<file path="config.mk">
export PLATFORM = sky130hd
export DESIGN_NAME = shift_lanes
export DESIGN_NICKNAME = d
export VERILOG_FILES = /design/src/rtl/shift_lanes_pkg.sv /design/src/rtl/shift_lanes_prescaler.sv /design/src/rtl/shift_lanes.sv
export SDC_FILE = /design/constraint.sdc
export NUM_CORES = 1
export LEC_CHECK = 0
export CORE_MARGIN = 2
export CORE_UTILIZATION = 45
export DETAILED_ROUTE_END_ITERATION = 12
export DONT_BUFFER_PORTS = 1
export PLACE_DENSITY = 0.67
export SLEW_MARGIN = 20
export SYNTH_ARGS = -nofsm -noshare
export SYNTH_HDL_FRONTEND = slang
export SYNTH_SLANG_ARGS = --single-unit
</file>
<file path="constraint.sdc">
create_clock -name Clk -period 1.6 [get_ports Clk]
set_input_delay 0.16 -clock Clk [delete_from_list [all_inputs] [get_ports Clk]]
set_output_delay 0.16 -clock Clk [all_outputs]
set_load 0.03 [all_outputs]
</file>
<file path="src/rtl/shift_lanes_pkg.sv">
// -----------------------------------------------------------------------------
// shift_lanes_pkg
// Shared definitions for the multi-lane scrolling shift register.
//   mode_e         : step behaviour selected by the Mode input
//   DEFAULT_WIDTH  : default bits per lane
//   DEFAULT_LANES  : default number of lanes
//   DEFAULT_DIV_W  : default prescaler period width
// -----------------------------------------------------------------------------
package shift_lanes_pkg;

    localparam int DEFAULT_WIDTH = 6;
    localparam int DEFAULT_LANES = 2;
    localparam int DEFAULT_DIV_W = 8;

    typedef enum logic [1:0] {
        MODE_HOLD  = 2'b00,
        MODE_LEFT  = 2'b01,
        MODE_RIGHT = 2'b10,
        MODE_ROT   = 2'b11
    } mode_e;

endpackage

</file>
<file path="src/rtl/shift_lanes_prescaler.sv">
// -----------------------------------------------------------------------------
// shift_lanes_prescaler
// Scroll-rate divider. While AutoEn is high it raises AutoTick once every
// Period+1 cycles; the count restarts from zero on reset, on Clear (parallel
// load) and whenever AutoEn is low.
// Ports:
//   Clk      : clock, rising edge
//   Rst      : synchronous reset, active low
//   Clear    : synchronous count clear (parallel load in the parent)
//   AutoEn   : prescaler enable
//   Period   : tick every Period+1 cycles
//   AutoTick : step request for the current cycle (derived from the count
//              register; the parent registers everything it drives out)
// -----------------------------------------------------------------------------
module shift_lanes_prescaler #(
    parameter int DIV_W = 8
) (
    input  logic             Clk,
    input  logic             Rst,
    input  logic             Clear,
    input  logic             AutoEn,
    input  logic [DIV_W-1:0] Period,
    output logic             AutoTick
);

    logic [DIV_W-1:0] count;

    // ">=" rather than "==" so that lowering Period below the running count
    // fires on the next cycle instead of wrapping around the full range.
    assign AutoTick = AutoEn && (count >= Period);

    always_ff @(posedge Clk) begin
        if (!Rst || Clear || !AutoEn) begin
            count <= '0;
        end else if (AutoTick) begin
            count <= '0;
        end else begin
            count <= count + 1'b1;
        end
    end

endmodule

</file>
<file path="src/rtl/shift_lanes.sv">
// -----------------------------------------------------------------------------
// shift_lanes
// Multi-lane scrolling shift register between game control and the segment
// display driver. Every lane holds one row of content; the bit that falls out
// of a lane on each step is reported for collision/score logic.
// Optional feature: define SHIFT_LANES_AUTO_EN to build the internal
// scroll-rate prescaler. Without it, AutoEn/Period are accepted but ignored
// and steps come only from Shift.
// Ports:
//   Clk        : clock, rising edge
//   Rst        : synchronous reset, active low (loads RstValue)
//   RstValue   : per-lane reset contents, lane k at [k*WIDTH +: WIDTH]
//   BitIn      : serial input bit per lane
//   LaneEn     : lane takes part in steps when 1
//   Mode       : 00 hold, 01 shift left, 10 shift right, 11 rotate left
//   Shift      : manual step strobe
//   Load       : parallel load strobe (all lanes, wins over a step)
//   LoadData   : parallel load contents, same packing as RstValue
//   AutoEn     : enable prescaler steps
//   Period     : prescaler steps every Period+1 cycles
//   RegContent : lane contents, registered
//   ShiftOut   : bit that left each lane on its last step, registered
//   Tick       : one-cycle pulse the cycle after any step
// -----------------------------------------------------------------------------
module shift_lanes
    import shift_lanes_pkg::*;
#(
    parameter int WIDTH = DEFAULT_WIDTH,
    parameter int LANES = DEFAULT_LANES,
    parameter int DIV_W = DEFAULT_DIV_W
) (
    input  logic                   Clk,
    input  logic                   Rst,
    input  logic [LANES*WIDTH-1:0] RstValue,
    input  logic [LANES-1:0]       BitIn,
    input  logic [LANES-1:0]       LaneEn,
    input  logic [1:0]             Mode,
    input  logic                   Shift,
    input  logic                   Load,
    input  logic [LANES*WIDTH-1:0] LoadData,
    input  logic                   AutoEn,
    input  logic [DIV_W-1:0]       Period,
    output logic [LANES*WIDTH-1:0] RegContent,
    output logic [LANES-1:0]       ShiftOut,
    output logic                   Tick
);

    logic  autoTick;
    logic  step;
    mode_e mode;

    assign mode = mode_e'(Mode);

`ifdef SHIFT_LANES_AUTO_EN
    shift_lanes_prescaler #(
        .DIV_W (DIV_W)
    ) uPrescaler (
        .Clk      (Clk),
        .Rst      (Rst),
        .Clear    (Load),
        .AutoEn   (AutoEn),
        .Period   (Period),
        .AutoTick (autoTick)
    );
`else
    logic unusedAuto;
    assign unusedAuto = ^{AutoEn, Period};
    assign autoTick   = 1'b0;
`endif

    // Manual and automatic requests merge into a single step.
    assign step = Shift | autoTick;

    // Tick reports that a step happened, even if no lane changed.
    always_ff @(posedge Clk) begin
        if (!Rst) begin
            Tick <= 1'b0;
        end else if (Load) begin
            Tick <= 1'b0;
        end else begin
            Tick <= step;
        end
    end

    for (genvar k = 0; k < LANES; k++) begin : gLane
        logic [WIDTH-1:0] laneQ;
        logic             outQ;

        always_ff @(posedge Clk) begin
            if (!Rst) begin
                laneQ <= RstValue[k*WIDTH +: WIDTH];
                outQ  <= 1'b0;
            end else if (Load) begin
                // ShiftOut deliberately keeps the last shifted-out bit.
                laneQ <= LoadData[k*WIDTH +: WIDTH];
            end else if (step && LaneEn[k]) begin
                case (mode)
                    MODE_LEFT: begin
                        laneQ <= {laneQ[WIDTH-2:0], BitIn[k]};
                        outQ  <= laneQ[WIDTH-1];
                    end
                    MODE_RIGHT: begin
                        laneQ <= {BitIn[k], laneQ[WIDTH-1:1]};
                        outQ  <= laneQ[0];
                    end
                    MODE_ROT: begin
                        laneQ <= {laneQ[WIDTH-2:0], laneQ[WIDTH-1]};
                        outQ  <= laneQ[WIDTH-1];
                    end
                    default: begin
                        // Hold step: contents stay, nothing left the lane.
                        outQ  <= 1'b0;
                    end
                endcase
            end
        end

        assign RegContent[k*WIDTH +: WIDTH] = laneQ;
        assign ShiftOut[k]                  = outQ;
    end

endmodule
</file>
==> impl_metrics.json, run 1 <==
{
  "numClockSinks": 15,
  "global_route.usage.total_pct": 18.2,
  "area_delta_synth_final_pct": 8.80,
  "worstSkewPairLatency_ps": 290,
  "ys_ff_latch": 15,
  "power.ir.vdd_worst_mv": 0.518,
  "postCtsSetupBuffers": 0,
  "grt_busiest_layer": "met2",
  "synth_area_per_cell_um2": 10.8,
  "clk_transition_reported_paths_ps": 90,
  "hold_path_class": "input port to flop",
  "final_min_period_over_clock_period_pct": 81.4,
  "antenna-diode-count": 0,
  "pin_count": 58,
  "synth_cell_types": 25,
  "dominant_synthesized_flop_cell": "edfxtp_1",
  "placedCellCount": 109,
  "number_of_flops_mapped_to_enable_cells_by_yosys": 12,
  "crit_type": "flop to flop",
  "area_enclosed_by_the_die_boundary_mm2": 0.00236,
  "dp_slack_ps": 324,
  "hold_slack_ps": 59.1,
  "detailedRoute.firstIterationViolations": 20,
  "floorplan.initialDensity_pct": 46.6,
  "grt_setup_unrepaired": "false",
  "synth.net_count": 126,
  "status": "finished clean",
  "drive_gt1_share_pct": 12.5,
  "grt_use_met1_pct": 21.0,
  "endpoint_kind": "flop",
  "grt_pass1_wl_mm": 3.22,
  "io_buffer_count": 0,
  "synth_commonest_cells": "edfxtp_1 (12), o21ai_0 (12), a22oi_1 (11)",
  "ctsLongestPathBuffers": 2,
  "drt_first_pass_iters": 4,
  "maxCapViolations": 0,
  "post-route-worst-setup-slack_ps": 298,
  "synth.area.top_cells": "edfxtp_1 (40%), mux2i_1 (11%), a22oi_1 (9.2%)",
  "finalHoldViolations": 0,
  "synth.largest_area_cell": "edfxtp_1",
  "critical_path.max_fanout": 2,
  "slew_headroom_pct": 71.9,
  "met3_usage_pct": 5.56,
  "synthesis.instances": 83,
  "clock-root-buffer": "clkbuf_4",
  "totalNegativeSetupSlack_ps": 0,
  "maxClockFrequency_mhz": 768,
  "totalWireLength_mm": 2.08,
  "groute.layer.met2.usage_pct": 29.5,
  "leakagePower_nw": 0.358,
  "finalNetCount": 132,
  "std_cell_core_area_mm2": 0.00192,
  "cts_htree_levels": 1,
  "number_of_global_route_vias_before_repair": 690,
  "area.sequential_um2": 420,
  "finalPower_mw": 0.945,
  "grt_antenna_before_repair": 0,
  "area_of_the_multi_input_gates_um2": 414,
  "tritoncts": "built",
  "num_rows": 16,
  "dieWidth_um": 48.6,
  "cts_repair_resize_count": 0,
  "wl_per_cell_um": 18.1,
  "cp_data_arrival_time_ps": 1350,
  "setup-violations-final": 0,
  "layout.cells.non_filler": 115,
  "overflow": 0,
  "drt.antenna.violating_nets": 0,
  "grt_start_max_net_pins": 14,
  "fin_worst_skew_ps": 4.11,
  "tritoncts.num_buffers": 3,
  "synthesis.area_um2": 896,
  "pwr_density_cell_mw_per_mm2": 970,
  "timing.critical_path.from_type": "flop",
  "post-route-drc-count": 0,
  "post_drt_via_cell_ratio": 6.02,
  "postSynth.asyncResetShare_pct": 0,
  "crit_required_ps": 1640,
  "netlist.area_leader.share_pct": 40.2,
  "slew_viol_final": 0,
  "synth-seq-area-share_pct": 46.9,
  "vias": 692,
  "yosys_warnings": 0,
  "die_height_um": 48.6,
  "place.gp.congestion": 0.750,
  "post-route-min-period_ps": 1300,
  "worst_slew_pin_slew_ps": 411,
  "filler_cell_count": 193
}
where the power goes:
group          total (mW)  switching, mW  internal (mW)
sequential          0.553         0.0827          0.470
clock               0.230          0.133         0.0972
combinational       0.163         0.0905         0.0722
total               0.945          0.306          0.640
through the flow:
step           instance area, µm²  utilization [%]
2_1_floorplan                 896                -
3_3_place_gp                  928             48.3
3_5_place_dp                  928             48.3
4_1_cts                       975             50.7
5_1_grt                       975             50.7
6_report                      975             50.7
layout by cell type, fill, tap and decap left out:
cell	n
o21ai_0	12
edfxtp_1	12
a22oi_1	11
mux2i_1	10
buf_4	6
inv_1	4
dfxtp_1	3
nand2b_1	3
a21oi_1	3
o21ai_1	3
clkbuf_4	3
and2_1	2
o311ai_0	2
o2bb2ai_1	2
and3b_1	2
dlygate4sd3_1	2
nor2b_4	1
and3_1	1
nor2b_1	1
a2111oi_0	1
nor2b_2	1
a2111oi_1	1
nor2_1	1
clkbuf_1	1
kinds of logic after synthesis:
| kind of cell | after synthesis | synth area share [%] |
|---|---|---|
| AOI/OAI and AO/OA | 35 | 25.3 |
| DFF | 15 | 46.9 |
| buffers and inverters | 11 | 6.84 |
| muxes | 10 | 11.2 |
| and+or+nand+nor | 12 | 9.78 |
registers in the layout, summed over array words and instances, names as in the netlist:
signal       flops
gLane.laneQ     12
gLane.outQ       2
Tick             1
layout make-up:
class | count | area share (%)
tap | 27 | 3.47
timing repair buffer | 8 | 6.68
clock buffer | 4 | 2.70
multi-input combinational | 57 | 42.5
inverter | 4 | 1.54
sequential | 15 | 43.1
timing repair:
action                     CTS  global route
hold buffers                 2             0
hold endpoints to repair     3             0
setup endpoints to repair    0             0
per-layer routing:
| layer | up-vias | wire [µm] | share of wire, % |
|---|---|---|---|
| li1 | 334 | - | - |
| met1 | 320 | 851 | 41 |
| met2 | 33 | 1010 | 49 |
| met3 | 5 | 176 | 8.5 |
| met4 | 0 | 40 | 1.9 |
| met5 | - | 0 | 0 |
worst max-delay path: stages, from the launching register on:
cell       delay [ps]
edfxtp_1          390
nor2b_2           160
a2111oi_1         370
o2bb2ai_1         130
worst paths after layout:
check / startpoint / endpoint / slack [ps] / depth (start not counted)
worst max-delay path: gLane[0].laneQ[1] / gLane[0].laneQ[0] / 300 / 3
worst min-delay path: RstValue[6] / gLane[1].laneQ[0] / 60 / 1
worst max register to register: gLane[0].laneQ[1] / gLane[0].laneQ[0] / 300 / 3
worst min register to register: gLane[1].laneQ[5] / gLane[1].laneQ[0] / 690 / 2
Power figures use the tool's default switching activity.
==> run 2: changes to the inputs <==
==> constraint.sdc (replaced) <==
create_clock -name Clk -period 1.4 [get_ports Clk]
set_input_delay 0.14 -clock Clk [delete_from_list [all_inputs] [get_ports Clk]]
set_output_delay 0.14 -clock Clk [all_outputs]
set_load 0.03 [all_outputs]
==> run 2 against run 1 <==
Against the previous run:
- sequential cell count unchanged
- global-route usage up 1.5 points
- cell area up 7.3%
- fmax up 3.2%
- critical path depth unchanged
- clock skew down 1.7 ps
- first-iteration DRC count down 25%
- clock power up 16%
- largest cell class is now multi-input gates
==> impl_metrics.json, run 2 (synthesis gave the netlist of run 1 again) <==
{
  "status": "finished clean",
  "netSwitchingFraction_pct": 32.6,
  "final_min_period_over_clock_period_pct": 90.1,
  "tritoncts": "built",
  "die_height_um": 48.6,
  "floorplan.initialDensity_pct": 46.6,
  "power_report.internal_total_mw": 0.760,
  "detailedRoute.firstIterationViolations": 15,
  "largest_register": "gLane.laneQ",
  "post-route-min-period_ps": 1260,
  "drive_gt1_share_pct": 21.9,
  "totalWireLength_mm": 2.23,
  "antenna-diode-count": 0,
  "detailed_place_hpwl_mm": 1.62,
  "critical_path_s_largest_stage_delay_ps": 400,
  "worstSetupStartpoint": "gLane[0].laneQ[1]",
  "timing.critical_path.from_type": "flop",
  "worstSkewPairLatency_ps": 290,
  "post_drt_via_cell_ratio": 5.89,
  "wl_per_cell_um": 18.1,
  "drt_first_pass_iters": 4,
  "hold_path_class": "input port to flop",
  "most_common_cell_after_layout_fill_and_taps_aside": "buf_4",
  "area_enclosed_by_the_die_boundary_mm2": 0.00236,
  "finalHoldViolations": 0,
  "power.clock.fraction_pct": 23.6,
  "power.ir.vdd_worst_mv": 0.662,
  "leakagePower_nw": 0.404,
  "global_route.usage.total_pct": 19.8,
  "num_rows": 16,
  "std_cell_core_area_mm2": 0.00192,
  "critPathBufInv": 0,
  "maxCapViolations": 0,
  "cts_htree_levels": 1,
  "slew_headroom_pct": 71.5,
  "place.gp.congestion": 0.792,
  "utilization_pct": 54.4,
  "clock-root-buffer": "clkbuf_4",
  "worstReg2RegEnd": "gLane[0].laneQ[0]",
  "crit_type": "flop to flop",
  "cp.depth": 3,
  "crit_required_ps": 1450,
  "r2r-start": "gLane[0].laneQ[1]",
  "io_buffer_count": 0,
  "endpoint_kind": "flop",
  "clk_transition_reported_paths_ps": 100,
  "numClockSinks": 15,
  "grt_start_max_net_pins": 14,
  "fin_worst_skew_ps": 2.45,
  "postCtsSetupBuffers": 0,
  "critical_path.max_fanout": 2,
  "crit_path_cell_trace": "nor2b_4 -> a2111oi_2 -> o2bb2ai_1",
  "ctsLongestPathBuffers": 2,
  "critical_path.top_delay_family": "compound AO/OA/AOI/OAI gates",
  "setup-violations-final": 0,
  "dieWidth_um": 48.6,
  "area_delta_synth_final_pct": 16.8,
  "grt_setup_unrepaired": "false",
  "setup.worst_path.end": "gLane[0].laneQ[0]",
  "slew_viol_final": 0,
  "pwr_density_cell_mw_per_mm2": 1080,
  "combinational_power_share_pct": 25.3,
  "layout.cells.most_common_list": "buf_4 (14), o21ai_0 (12), edfxtp_1 (12)",
  "largestRegisters": "gLane.laneQ (12), gLane.outQ (2), Tick (1)",
  "worst_slew_pin_slew_ps": 427,
  "post-route-drc-count": 0,
  "maxClockFrequency_mhz": 792,
  "totalNegativeSetupSlack_ps": 0,
  "drt.antenna.violating_nets": 0,
  "vias": 725,
  "largest_register_ff_count": 12,
  "grt_antenna_before_repair": 0,
  "number_of_global_route_vias_before_repair": 686,
  "hold_start": "RstValue[6]",
  "timing.reg2reg.setup_slack_ps": 140,
  "overflow": 0,
  "pin_count": 58,
  "tritoncts.num_buffers": 3,
  "cp_slowest_cell": "edfxtp_1",
  "cp_data_arrival_time_ps": 1310,
  "net_switching_power_figure_mw": 0.368,
  "share_seq_of_total_power_pct": 51.1,
  "grt_pass1_wl_mm": 3.50,
  "finalNetCount": 140,
  "worst_r2r_path_depth": 3
}
==> run 2: per-layer routing <==
layer  vias up  GRT usage, %  share of wire (%)
met5         -             0                  0
met4         0          4.29               0.54
met3         2          8.02                8.3
met2        29          32.0                 50
met1       348          24.9                 41
li1        346             -                  -
==> run 2: layout make-up <==
type	count	area, µm²
fillers	178	876
repair buffers	16	125
clock inverters	1	5.00
inverters	4	15.0
multi-input cells	57	424
well taps	27	33.8
clock buffers	3	22.5
flip-flops and latches	15	420
==> run 2: power groups by stage <==
stage          registers (mW)  clock network, mW  logic, mW
4_1_cts                 0.576              0.271      0.286
5_1_grt                 0.582              0.290      0.306
6_report                0.576              0.267      0.285
3_3_place_gp            0.583                  0      0.277
3_5_place_dp            0.586                  0      0.280
2_1_floorplan           0.660                  0      0.125
==> run 2: worst register-to-register path, cell delays in order (launching register included) <==
cell       delay, ps
edfxtp_1         400
nor2b_4          140
a2111oi_2        350
o2bb2ai_1        120
==> run 2: worst min-delay path by stage <==
stage,slack (ps),cells past startpoint,to
final,30,1,gLane[1].laneQ[0]
after global routing,30,1,gLane[1].laneQ[0]
after CTS,30,1,gLane[1].laneQ[0]
after detailed placement,280,1,Tick
after global placement,260,1,Tick
after floorplan,260,1,Tick
==> run 2: metrics by stage <==
step	hold WS, ps	std cells	power, mW	instance area [µm²]	worst slack (ps)
2_1_floorplan	262	83	0.785	906	13.1
3_3_place_gp	264	117	0.860	998	166
3_5_place_dp	276	117	0.866	998	148
4_1_cts	32.6	123	1.13	1050	130
5_1_grt	27.9	123	1.18	1050	34.8
6_report	33.3	123	1.13	1050	138
==> run 2: timing repair <==
item,CTS,global route
hold endpoints to repair,3,0
hold buffers,2,0
gates resized for setup,0,0
